<file path="config.mk">
export PLATFORM = sky130hd
export DESIGN_NAME = fetch_queue
export DESIGN_NICKNAME = d
export VERILOG_FILES = /design/src/rtl/fetch_queue.sv
export SDC_FILE = /design/constraint.sdc
export NUM_CORES = 1
export LEC_CHECK = 0
export CELL_PAD_IN_SITES_DETAIL_PLACEMENT = 1
export CELL_PAD_IN_SITES_GLOBAL_PLACEMENT = 1
export CORE_ASPECT_RATIO = 0.5
export CORE_MARGIN = 5
export CORE_UTILIZATION = 40
export CTS_CLUSTER_DIAMETER = 50
export CTS_CLUSTER_SIZE = 28
export DETAILED_ROUTE_END_ITERATION = 7
export PLACE_DENSITY = 0.74
export SLEW_MARGIN = 25
export SYNTH_ARGS = -nofsm -noshare
export SYNTH_HDL_FRONTEND = slang
export SYNTH_SLANG_ARGS = --single-unit
export TNS_END_PERCENT = 20
</file>
<file path="constraint.sdc">
create_clock -name clk -period 2.8 [get_ports clk]
set_input_delay 0.56 -clock clk [delete_from_list [all_inputs] [get_ports clk]]
set_output_delay 0.56 -clock clk [all_outputs]
set_load 0.02 [all_outputs]
</file>
<file path="src/rtl/fetch_queue.sv">
// rtl/fetch_queue.sv - instruction fetch stage: PC, single-outstanding imem requests, instruction FIFO
// Holds at most one memory request in flight and only issues when the FIFO has room for its response.
module fetch_queue #(
  parameter int DEPTH  = 4,
  parameter int PC_W   = 10,
  parameter int INST_W = 16
) (
  input  logic                     clk,
  input  logic                     rst,
  input  logic                     redirect,
  input  logic [PC_W-1:0]          redirect_pc,
  input  logic                     id_ready,
  output logic                     imem_req,
  output logic [PC_W-1:0]          imem_addr,
  input  logic                     imem_rvalid,
  input  logic [INST_W-1:0]        imem_rdata,
  output logic                     inst_valid,
  output logic [INST_W-1:0]        inst_out,
  output logic [PC_W-1:0]          pc_out,
  output logic [PC_W-1:0]          pc1_out,
  output logic [$clog2(DEPTH):0]   fifo_count
);

  localparam int AW = $clog2(DEPTH);
  localparam int CW = AW + 1;

  logic [PC_W-1:0]   fetch_pc_q, fetch_pc_d;
  logic [PC_W-1:0]   req_pc_q, req_pc_d;
  logic              outstanding_q, outstanding_d;
  logic              discard_q, discard_d;
  logic [AW-1:0]     rd_ptr_q, rd_ptr_d;
  logic [AW-1:0]     wr_ptr_q, wr_ptr_d;
  logic [CW-1:0]     count_q, count_d;
  logic [INST_W-1:0] inst_mem_q [DEPTH];
  logic [PC_W-1:0]   pc_mem_q   [DEPTH];

  logic [CW:0]       credit;
  logic              issue;
  logic              resp;
  logic              push;
  logic              pop;

  // Credits cover both stored entries and the response still in flight.
  always_comb begin
    credit   = {1'b0, count_q} + {{CW{1'b0}}, outstanding_q};
    issue    = !rst && !outstanding_q && (credit < (CW+1)'(DEPTH)) && !redirect;
    resp     = imem_rvalid && outstanding_q;
    push     = resp && !discard_q && !redirect;
    pop      = inst_valid && id_ready && !redirect;
  end

  assign imem_req  = issue;
  assign imem_addr = fetch_pc_q;

  always_comb begin
    fetch_pc_d    = fetch_pc_q;
    req_pc_d      = req_pc_q;
    outstanding_d = outstanding_q;
    discard_d     = discard_q;
    rd_ptr_d      = rd_ptr_q;
    wr_ptr_d      = wr_ptr_q;
    count_d       = count_q;

    if (redirect) begin
      fetch_pc_d = redirect_pc;
      rd_ptr_d   = '0;
      wr_ptr_d   = '0;
      count_d    = '0;
      // A response landing with the redirect is simply dropped; otherwise the stale one is marked.
      if (outstanding_q) begin
        if (imem_rvalid) begin
          outstanding_d = 1'b0;
          discard_d     = 1'b0;
        end else begin
          discard_d     = 1'b1;
        end
      end
    end else begin
      if (resp) begin
        outstanding_d = 1'b0;
        discard_d     = 1'b0;
      end
      if (issue) begin
        req_pc_d      = fetch_pc_q;
        outstanding_d = 1'b1;
        fetch_pc_d    = fetch_pc_q + PC_W'(1);
      end
      if (push) begin
        wr_ptr_d = wr_ptr_q + AW'(1);
      end
      if (pop) begin
        rd_ptr_d = rd_ptr_q + AW'(1);
      end
      case ({push, pop})
        2'b10:   count_d = count_q + CW'(1);
        2'b01:   count_d = count_q - CW'(1);
        default: count_d = count_q;
      endcase
    end
  end

  always_ff @(posedge clk) begin
    if (rst) begin
      fetch_pc_q    <= '0;
      req_pc_q      <= '0;
      outstanding_q <= 1'b0;
      discard_q     <= 1'b0;
      rd_ptr_q      <= '0;
      wr_ptr_q      <= '0;
      count_q       <= '0;
    end else begin
      fetch_pc_q    <= fetch_pc_d;
      req_pc_q      <= req_pc_d;
      outstanding_q <= outstanding_d;
      discard_q     <= discard_d;
      rd_ptr_q      <= rd_ptr_d;
      wr_ptr_q      <= wr_ptr_d;
      count_q       <= count_d;
    end
  end

  always_ff @(posedge clk) begin
    if (!rst && push) begin
      inst_mem_q[wr_ptr_q] <= imem_rdata;
      pc_mem_q[wr_ptr_q]   <= req_pc_q;
    end
  end

  // Head fields read as zero whenever the queue is empty.
  always_comb begin
    inst_valid = (count_q != '0);
    inst_out   = '0;
    pc_out     = '0;
    pc1_out    = '0;
    if (inst_valid) begin
      inst_out = inst_mem_q[rd_ptr_q];
      pc_out   = pc_mem_q[rd_ptr_q];
      pc1_out  = pc_mem_q[rd_ptr_q] + PC_W'(1);
    end
  end

  assign fifo_count = count_q;

endmodule
</file>
==> results.yml, run 1 <==
pwr:
  peakVddDrop_uv: 452.9
  pwr-share-clk_pct: 49.4
  power_frac_seq_pct: 46.3
  combPwrFrac_pct: 4.2
  p_sw_mw: 0.9868
  p_leak_nw: 2.662
  switching_share_pct: 20.73
  p_int_mw: 3.773
  pwr_density_cell_nw_per_um2: 636.3
final_layout:
  multiInputGateArea_um2: 1717
  design_area_um2: 7480
  diodes: 0
  nNetsFinal: 520
  fillers: 1333
  drive_above_1_share_pct: 21.46
  area_growth_pct: 34.40
  regArea_um2: 3747
critical_path:
  critPathBufInv: 3
  path_class: "reg -> out"
  slowest_delay_ns: 0.53
  arrival_ns: 2.34
  cpMostUsedCell: "buf_6"
  slowest_stage: "mux4_2"
  reg2reg_from: "fifo_count[0]"
  cp.required_ns: 2.24
  rr_worst_depth: 8
  reg2reg_slack_ns: 0.55
  rr_endpoint: "fifo_count[2]"
  crit_chain: "buf_6, mux4_2, nand4_1, buf_4, nor3_4, mux2_4, buf_6"
  critPathTopFamily: "multiplexers"
  startpoint_type: "register"
  setup.worst_path.end_class: "output port"
  crit_fanout: 7
logic_synthesis:
  yosys_warnings: 0
  yosysSeqAreaShare_pct: 67.27
  synth_largest_area_cell: "edfxtp_1"
  synthArstFlopShare_pct: 0
  ys_types: 41
  synth-edff-count: 104
  yosys-top-cells-count: "104 x edfxtp_1, 31 x dfxtp_1, 29 x nand2_1, 27 x nor2_1, 25 x nor2b_1"
  synth_area_leaders: "edfxtp_1 56%, dfxtp_1 11%, mux4_1 6.1%"
  synth_top_area_share_pct: 56.12
  syn_nets: 402
  synth.avg_cell_area_um2: 15.33
  synth_flop_cell: "edfxtp_1"
  syn_area_um2: 5565
  yosysMostFrequentCell: "edfxtp_1"
  syn_inst: 363
  synth_seq_cells: 135
min_path:
  min_delay_path_depth: 2
  min_to: "req_pc_q[9]"
  min_from: "imem_addr[9]"
  hold_path_class: "reg -> reg"
sta:
  finalClockSkew_ns: 0.006730
  setup_violations: 5
  max_slew_margin_pct: 61.12
  hold_violations: 0
  tightest_slew_ns: 0.5797
  period_needed_ns: 2.898
  slew_violations: 0
  rsz0062_at_grt: "yes"
  fin_crit_sh_pct: 103.5
  fmax_ghz: 0.3450
  setup_ws_ns: -0.09814
  fin_setup_tns_ns: -0.2703
placed_design:
  dp_hpwl_um: 8277
  placed_cell_area_um2: 6834
  io_buffers: 81
  globalplace.congestion: 0.7534
detailed_routing:
  wire_per_inst_um: 18.72
  vias: 3442
  drt-total-wl_um: 12840
  route.detailed.drc: 0
  dr.pass1.iters: 4
  drt_iter0_drc: 193
  via_per_inst: 5.017
  drtAntennaViolNets: 0
global_routing:
  first_global_vias: 3764
  grt_max_degree: 39
  grt_pass1_wl_um: 20530
  grt_usage_pct: 16.21
  grt_overflow_total: 0
  grt_antenna_before_repair: 0
floorplanning:
  dieHeight_um: 93.41
  ios: 82
  die_area_um2: 16520
  fp.dieW_um: 176.8
  core_area_um2: 13590
  row_count: 30
  initial_core_util_pct: 40.96
clock_tree:
  clock-sinks: 135
  cts_tree: "done"
  root_buffer: "clkbuf_16"
  cts_hold_buf: 0
  clock_latency_ns: 0.41
  clock_path_buffers: 2
  cts-buffers-inserted: 17
  h-tree-depth: 4
  clkTransAtPathRegs_ns: 0.06
outcome:
  violations: "setup timing"
  outcome: "complete, but fails checks"
job:
  cap_violations: 0
cells by family after synthesis:
group                      count (synthesis)  share of synthesized area [%]
AOI/OAI and AO/OA                         35                          3.710
xor gates and xnor gates                  15                          2.361
adders and majority gates                  8                          1.933
buffers and inverters                     28                          2.383
DFF                                      135                          67.27
muxes                                     29                          11.98
and+or+nand+nor                          113                          10.36
sequential cells by signal, indices dropped and copies added (netlist names), named ones only:
name	count
outstanding_q	1
discard_q	1
inst_mem_q	64
wr_ptr_q	2
fifo_count	3
rd_ptr_q	2
req_pc_q	10
pc_mem_q	40
imem_addr	10
how the worst max path moves through the flow:
| stage | from | slack [ns] | depth (start not counted) | to |
|---|---|---|---|---|
| 3_3_place_gp | redirect | -0.11 | 5 | imem_req |
| 4_1_cts | register | -0.19 | 6 | pc1_out[9] |
| 3_5_place_dp | register | -0.14 | 6 | pc1_out[9] |
| 6_report | register | -0.1 | 7 | pc1_out[8] |
| 2_1_floorplan | fifo_count[2] | 0.37 | 9 | fifo_count[2] |
| 5_1_grt | register | -0.20 | 7 | pc1_out[8] |
cells in the final DEF, fill, tap and decap left out, types with 3 or more instances in the layout:
master,synthesis,layout
edfxtp_1,104,104
clkdlybuf4s50_1,0,44
dfxtp_1,31,30
buf_4,1,30
nand2_1,29,28
nor2_1,27,27
nor2b_1,25,25
dlygate4sd2_1,0,22
mux4_2,13,18
clkbuf_16,0,17
a21oi_1,17,15
inv_1,10,10
mux4_1,13,8
xor2_1,8,8
xnor2_1,7,7
a211oi_1,7,7
or3_1,6,6
o21ai_0,7,6
ha_1,7,6
nand3_1,5,5
buf_6,1,5
buf_12,0,5
and2_1,4,4
clkinv_4,0,4
bufinv_16,0,4
a311oi_1,3,3
clkinvlp_4,0,3
clkdlybuf4s15_1,0,3
what timing repair did:
| item | in CTS | in global routing |
|---|---|---|
| resized for setup | 82 | 16 |
| pin swaps | 2 | 3 |
| gates cloned | 0 | 0 |
| endpoints found under the setup margin | 37 | 15 |
| buffers inserted | 2 | 1 |
tightest hold or removal path, stage by stage (launching register included):
cell and delay, ns:
dfxtp_1 0.34, nand2_1 0.06, a21oi_1 0.05
layer usage:
layer  routed length (um)  track usage [%]  up-vias
met1                 5599            20.24     1743
met3                  504            4.079       11
met2                 6623            28.38       82
met5                    0                0        -
li1                     -                -     1606
met4                  111            4.311        0
area by class of cell:
class                   count  share of cell area, %
multi-input cells         200                  22.95
inverters                  11                 0.5520
clock inverters            14                  2.676
well taps                 192                  3.212
flip-flops and latches    135                  50.10
clock buffers              18                  5.738
repair buffers            116                  14.77
power by group through the flow:
stage          logic, mW  clock network [mW]  registers [mW]
3_5_place_dp       0.204                   0            2.25
3_3_place_gp       0.200                   0            2.25
6_report           0.201                2.35            2.20
2_1_floorplan     0.0777                   0            2.25
4_1_cts            0.204                2.40            2.20
5_1_grt            0.219                2.50            2.21
through the flow:
step	power (mW)	setup WS (ns)	instances	hold WS (ns)	util (%)
2_1_floorplan	2.326	0.3658	363	0.4600	-
3_3_place_gp	2.446	-0.1126	651	0.4869	50.29
3_5_place_dp	2.451	-0.1419	651	0.4929	50.29
4_1_cts	4.809	-0.1889	685	0.5067	54.81
5_1_grt	4.930	-0.2038	686	0.5249	55.05
6_report	4.760	-0.09814	686	0.5020	55.05
Note: power is estimated with default switching activity, not from simulation.
==> run 2, diff against run 1 <==
- HOLD_SLACK_MARGIN: default -> 0.08
==> results of run 2 <==
Same layout as run 1: the final DEF is identical, and so are final timing and power.
